**src/rtl/ring_monitor.sv**
```systemverilog
// ring_monitor: checks that a rotating one-hot ring register advances by exactly
// one rotl step per shift, declares lock after a run of good steps, counts full
// revolutions while locked, and latches a sticky fault until acknowledged.
module ring_monitor #(
    parameter int WIDTH      = 4,
    parameter int LOCK_COUNT = 4,
    parameter int REV_W      = 8,
    parameter int ERR_W      = 4
) (
    input  logic             clk,
    input  logic             rst,
    input  logic [WIDTH-1:0] q_in,
    input  logic             en,
    input  logic             clr_err,
    output logic             locked,
    output logic             error,
    output logic             rev_tick,
    output logic [REV_W-1:0] rev_count,
    output logic [ERR_W-1:0] err_count
);
    localparam int GW = $clog2(LOCK_COUNT + 1);

    typedef enum logic [1:0] {
        EMPTY   = 2'd0,
        ACQUIRE = 2'd1,
        LOCKED  = 2'd2,
        FAULT   = 2'd3
    } state_t;

    state_t           state;
    logic [WIDTH-1:0] prev;
    logic [GW-1:0]    good_cnt;

    logic             onehot;
    logic             step_ok;
    logic [WIDTH-1:0] rotl_prev;

    // Classify the incoming word against the stored reference sample.
    always_comb begin
        rotl_prev = {prev[WIDTH-2:0], prev[WIDTH-1]};
        onehot    = (q_in != '0) && ((q_in & (q_in - WIDTH'(1))) == '0);
        step_ok   = onehot && (q_in == rotl_prev);
    end

    // Monitor FSM with all outputs registered; rst overrides everything.
    always_ff @(posedge clk) begin
        if (rst) begin
            state     <= EMPTY;
            prev      <= '0;
            good_cnt  <= '0;
            locked    <= 1'b0;
            error     <= 1'b0;
            rev_tick  <= 1'b0;
            rev_count <= '0;
            err_count <= '0;
        end else begin
            rev_tick <= 1'b0;
            case (state)
                EMPTY: begin
                    // A zero (reset-valued) ring is tolerated here: no reference yet.
                    if (en && onehot) begin
                        prev     <= q_in;
                        good_cnt <= '0;
                        state    <= ACQUIRE;
                    end
                end
                ACQUIRE: begin
                    if (en) begin
                        prev <= q_in;
                        if (step_ok) begin
                            good_cnt <= good_cnt + GW'(1);
                            if (good_cnt == GW'(LOCK_COUNT - 1)) begin
                                state     <= LOCKED;
                                locked    <= 1'b1;
                                rev_count <= '0;
                            end
                        end else if (onehot) begin
                            // Legal word but wrong position: restart the run from it.
                            good_cnt <= '0;
                        end else begin
                            good_cnt <= '0;
                            state    <= EMPTY;
                        end
                    end
                end
                LOCKED: begin
                    if (en) begin
                        if (step_ok) begin
                            prev <= q_in;
                            // Bit 0 set means the token just wrapped from the MSB.
                            if (q_in[0]) begin
                                rev_tick  <= 1'b1;
                                rev_count <= rev_count + REV_W'(1);
                            end
                        end else begin
                            state  <= FAULT;
                            locked <= 1'b0;
                            error  <= 1'b1;
                            if (err_count != '1)
                                err_count <= err_count + ERR_W'(1);
                        end
                    end
                end
                FAULT: begin
                    // Samples are ignored until the fault is acknowledged.
                    if (clr_err) begin
                        state    <= EMPTY;
                        error    <= 1'b0;
                        good_cnt <= '0;
                    end
                end
                default: state <= EMPTY;
            endcase
        end
    end
endmodule

```
**config.mk**
```make
export PLATFORM = sky130hd
export DESIGN_NAME = ring_monitor
export DESIGN_NICKNAME = d
export VERILOG_FILES = /design/src/rtl/ring_monitor.sv
export SDC_FILE = /design/constraint.sdc
export NUM_CORES = 1
export LEC_CHECK = 0
export BUFFER_PORTS_ARGS = -buffer_cell sky130_fd_sc_hd__buf_2
export CORE_ASPECT_RATIO = 1.25
export CORE_MARGIN = 1.5
export CORE_UTILIZATION = 25
export CTS_CLUSTER_DIAMETER = 50
export DETAILED_ROUTE_END_ITERATION = 8
export GPL_TIMING_DRIVEN = 1
export PLACE_DENSITY = 0.45
export SKIP_CTS_REPAIR_TIMING = 1
export SLEW_MARGIN = 10
export SYNTH_ARGS = -nofsm -noshare
export SYNTH_HDL_FRONTEND = slang
export SYNTH_SLANG_ARGS = --single-unit
```
**constraint.sdc**
```tcl
create_clock -name clk -period 1.8 [get_ports clk]
set_clock_uncertainty 0.05 [all_clocks]
set_input_delay 0.18 -clock clk [delete_from_list [all_inputs] [get_ports clk]]
set_output_delay 0.18 -clock clk [all_outputs]
set_load 0.1 [all_outputs]
```
After elaboration in Yosys (flattened, before gate mapping)
Index checks and enable logic that the tools add are counted.
- flip-flop bits (word level): 24
- bits of input ports: 8
- output and inout port bits: 15
- word-level logic and storage cells: 88
- $add $sub $neg: 4
- equality and inequality tests: 17
- muxes and demuxes: 37
- bitwise operators: 4
- reduce and logical (&&, ||, !) cells: 18
- operators with widths (kind ; count):
    $mux W8 ; 6
    $ne A2 B2 Y1 const B ; 9
    $mux W2 ; 8
    $mux W4 ; 4
    $pmux W8 S2 ; 1
    $reduce_and A7 Y1 ; 2
    $mux W3 ; 4
    $pmux W4 S3 ; 1
    $reduce_and A4 Y1 ; 3
    $mux W1 ; 9
    $pmux W3 S3 ; 1
    $add A8 B1 Y8 const B ; 1
    $pmux W2 S4 ; 1
    $ne A3 B3 Y1 const B ; 2
    $reduce_and A6 Y1 ; 1
    $reduce_bool A3 Y1 ; 2
    $reduce_and A5 Y1 ; 1
    $add A4 B1 Y4 const B ; 1
    $and A4 B4 Y4 ; 1
    $eq A2 B2 Y1 const B ; 2
    $eq A4 B4 Y1 ; 1
    $logic_not A4 Y1 ; 1
    $ne A4 B4 Y1 const B ; 1
    $pmux W1 S2 ; 2
    other kinds (10) ; 15

Depth between registers and ports, before layout
- depth in word-level cells: 8
- mapped depth: 7
- mapped depth without buffers: 7

Least setup slack after synthesis
No wires, ideal clock.
- path kind: flip-flop to flip-flop
- start: reg err_count[0]
- end: reg err_count[2]
- library setup time: 0.070 ns
- arrival time: 1.912 ns
- required time: 1.680 ns
- slack: -0.232 ns
- stages on the path, launching flop included: 6
- path buffers: 0
- period minus slack after synthesis: 2.032 ns
- cell sequence: dfxtp_1 > ha_1 > and3_1 > a211o_1 > or3_1 > a21oi_1
- cells in the longest elaborated chain, start to end: 2
- elaborated cells on any way between the ends: 3
- classes of those cells: 1 x add/sub; 1 x eq/ne; 1 x reduce/logical
- ends and longest elaborated chain (item ; RTL line ; RTL):
    start: declaration ; 19 ; output logic [ERR_W-1:0] err_count
    start signal: assignment ; 100 ; err_count <= err_count + ERR_W'(1);
    parallel branches: the longest is 2 deep, another holds $add A4 B1 Y4 ; - ;
Parallel ways; which one is timed is not known.
A chain may end at the register's enable or synchronous reset.

Final worst setup path
- start: in q_in[2]
- end: reg good_cnt[1]
- cells in the longest elaborated chain, start to end: 8
- elaborated cells on any way between the ends: 13
- classes of those cells: 1 x add/sub; 2 x eq/ne; 3 x mux; 1 x bitwise; 6 x reduce/logical
- ends and longest elaborated chain (item ; RTL line ; RTL):
    start: declaration ; 12 ; input logic [WIDTH-1:0] q_in,
    $sub A4 B1 Y4 ; 41 ; onehot = (q_in != '0) && ((q_in & (q_in - WIDTH'(1))) == '0);
    $and A4 B4 Y4 ; 41 ;
    $logic_not A4 Y1 ; 41 ;
    $logic_and A1 B1 Y1 ; 41 ;
    $logic_and A1 B1 Y1 ; 42 ; step_ok = onehot && (q_in == rotl_prev);
    $mux W3 ; 70 ; if (step_ok) begin
    $mux W3 ; 68 ; if (en) begin
    $pmux W3 S3 ; 58 ; case (state)
    end signal: assignment ; 71 ; good_cnt <= good_cnt + GW'(1);
    end: declaration ; 32 ; logic [GW-1:0] good_cnt;
Parallel ways exist; a longest one is shown, timed or not. The select of a mux whose other input is x is not followed.

==> impl_metrics.toml <==
[final_layout]
fill_cells = 505
nets = 191
diodes = 0
multi_input_area_um2 = 826
seq_area_um2 = 490
syn2layout_area_growth_pct = 38.8
drive_gt1_share_pct = 39.0
stdcell_area_um2 = 1720

[global_routing]
antenna_found_initial = 0
grt_overflow = 0
grt.total_usage_pct = 11.5
grt_first_pass_wirelength_mm = 4.80
grt-busiest-layer = "met2"
grt.met1_usage_pct = 12.9
met3_usage_pct = 1.64
grt_max_degree = 21
grt_use_met2_pct = 21.4
grt_pass1_vias = 1151

[power]
p_switching_uw = 234
internal-power_uw = 753
combPwrFrac_pct = 13.8
power_frac_seq_pct = 55.1
p_per_area_nw_per_um2 = 575
p_clk_share_pct = 31.1
p_leak_nw = 0.668
vdd.ir_drop.worst_mv = 0.284
p_sw_share_pct = 23.7

[cts]
cts_sinks = 24
cts_root_buf = "clkbuf_8"
clk_latency_ps = 260
clk_pin_slew_ps = 70
clock_path_buffers = 2
tritoncts = "built"
cts_buffers = 3
cts_max_level = 1

[placed_design]
post_dp_cell_area_um2 = 1560
hpwl_mm = 2.31
port_buffers = 22
gp_congestion = 0.748

[setup_path]
required_ps = 1950
critical_path_class = "input pin to flip-flop"
reg2reg_to = "good_cnt[1]"
r2r_setup_slack_ps = 50
arrival_ps = 1930
r2r_cells = 5
cpMaxStageDelayCell = "or4b_4"
slowest_delay_ps = 530
cp_max_fo = 4
worst_setup_path_start_kind = "input pin"
cp-end-kind = "flip-flop"
path_common_cell = "or4b_4"
crit_chain = "buf_6, or4b_4, o311a_1, o31a_1, or4b_4, a21oi_2"
r2r_start = "prev[0]"

[synth]
synth_nets = 150
synth-xor-area-share_pct = 9.21
syn_area_per_cell_um2 = 8.96
async_flop_share_pct = 0
synth_top_flop_cell = "dfxtp_1"
synth_mux_area_share_pct = 5.67
synth_edf_count = 0
synth_top_family_by_area = "simple AND/OR/NAND/NOR gates"
ys_warn_count = 0
yosys.area_share.simple_pct = 26.2
synth_area_um2 = 1240
yosysSeqAreaShare_pct = 38.9
synthAdderAreaFrac_pct = 4.05
synth_compound_area_share_pct = 13.2
ys_ff_latch = 24
synthCells = 138
synth.distinct_cells = 35

[drt]
remaining_drc_errors = 0
first_iter_violations = 26
wl_per_cell_um = 12.9
viasPerCell = 4.95
ant_nets = 0
dr.pass1.iters = 4
finalWirelength_mm = 3.05
via_count = 1173

[worst_hold_path]
hold_depth = 2
worstHoldStart = "clr_err"
hp-class = "input pin to flip-flop"
min_delay_worst_endpoint = "error"

[outcome]
outcome = "finished clean"

[sta]
period_share_pct = 98.8
rsz0062_at_grt = "yes"
setup_tns_ps = 0
setup_viol = 0
hold_viol_final = 0
min_period_ps = 1780
maxSlewViolCount = 0
relSlewSlack_pct = 67.9
fmax_mhz = 562
tightest_slew_ps = 485

[flow_run]
drv_cap = 0

[floorplan]
io_pins = 23
fp.dieH_um = 81.6
fp.coreArea_um2 = 4730
std_cell_rows = 28
start_util_pct = 26.1
design.die.area_um2 = 5380
die-width_um = 65.9
-- worst max-delay path: cells and delay by family --
family | cells | cell delay [ps]
buffers and inverters | 1 | 100
AO/OA/AOI/OAI | 3 | 630
AND/OR/NAND/NOR | 2 | 1020
-- cells in the mapped netlist (all sizes together), types with 3 or more instances --
library cell  count  area (um^2)
dfxtp            24          480
nor2             14         52.6
xnor2            12          105
nand2b           10         62.6
a21oi             9         45.0
nand2             9         33.8
mux2i             7         70.1
nor4              5         31.3
clkbuf            4         15.0
ha                4         50.1
inv               4         15.0
nand3             4         20.0
o21ai             3         15.0
or4b              3         30.0
-- area by class of cell --
| cell class | count | share of cell area (%) |
|---|---|---|
| multi-input combinational | 105 | 48.1 |
| sequential | 24 | 28.6 |
| timing repair buffer | 41 | 15.6 |
| tap | 60 | 4.38 |
| clock buffer | 3 | 2.41 |
| inverter | 4 | 0.875 |
-- power groups by stage --
| stage | Clock, mW | Combinational, mW | Sequential (mW) |
|---|---|---|---|
| 2_1_floorplan | 0 | 0.0667 | 0.553 |
| 3_3_place_gp | 0 | 0.115 | 0.554 |
| 3_5_place_dp | 0 | 0.117 | 0.555 |
| 4_1_cts | 0.322 | 0.118 | 0.542 |
| 5_1_grt | 0.343 | 0.146 | 0.545 |
| 6_report | 0.306 | 0.136 | 0.544 |
-- per-stage QoR --
step / hold WS (ps) / power (mW) / util, % / cells / worst slack [ps]
floorplan: 248 / 0.620 / - / 138 / -80.7
global placement: 358 / 0.669 / 33.1 / 234 / -228
detailed placement: 361 / 0.672 / 33.1 / 234 / -290
CTS: 76.7 / 0.982 / 33.9 / 237 / -68.1
global route: 87.2 / 1.03 / 36.3 / 237 / -36.0
finish: 86.0 / 0.986 / 36.3 / 237 / 21.5
-- flip-flops by register name, summed over array words and instances, names as in the netlist, named ones only --
signal and count:
err_count 4, rev_count 8, state 1, locked 1, rev_tick 1, good_cnt 3, error 1, prev 4
-- cell usage in the layout, fill, tap and decap left out, types with 2 or more instances in the layout --
| master | Yosys | final |
|---|---|---|
| nand3_1 | 4 | 4 |
| nor4_2 | 0 | 4 |
| nor3_1 | 2 | 2 |
| o21ai_1 | 2 | 2 |
| buf_2 | 1 | 19 |
| xnor2_1 | 12 | 8 |
| and3_1 | 2 | 2 |
| or4_1 | 2 | 2 |
| buf_6 | 0 | 2 |
| ha_1 | 4 | 4 |
| dfxtp_2 | 0 | 8 |
| inv_1 | 4 | 4 |
| nand2_1 | 9 | 9 |
| mux2i_1 | 7 | 7 |
| a21oi_1 | 9 | 8 |
| or4b_4 | 0 | 3 |
| dfxtp_1 | 24 | 16 |
| buf_4 | 0 | 20 |
| clkbuf_8 | 0 | 3 |
| nand2b_1 | 10 | 10 |
| xnor2_2 | 0 | 4 |
| nand4_1 | 2 | 2 |
| nor2_1 | 14 | 13 |
-- per-layer routing --
layer	vias up	wire length [um]	share of wire, %
li1	585	-	-
met1	568	1270	42
met2	16	1680	55
met3	4	58	1.9
met4	0	49	1.6
met5	-	0	0
-- worst max-delay path by stage --
stage / start / to / slack [ps]
after floorplan: q_in[0] / good_cnt[1] / -80
after global placement: q_in[0] / good_cnt[1] / -230
after detailed placement: q_in[0] / good_cnt[1] / -290
after CTS: good_cnt[0] / rev_count[7] / -70
after global routing: good_cnt[0] / rev_count[1] / -40
final: q_in[2] / good_cnt[1] / 20
-- kinds of logic (layout without fill, tap and decap cells) --
group,after synthesis,after routing
AND/OR/NAND/NOR,58,58
flip-flops,24,24
AO/OA/AOI/OAI,23,23
XOR/XNOR,13,13
buffers and inverters,9,48
multiplexers,7,7
adder cells (fa/ha/maj),4,4
Note: power is estimated with default switching activity, not from simulation.
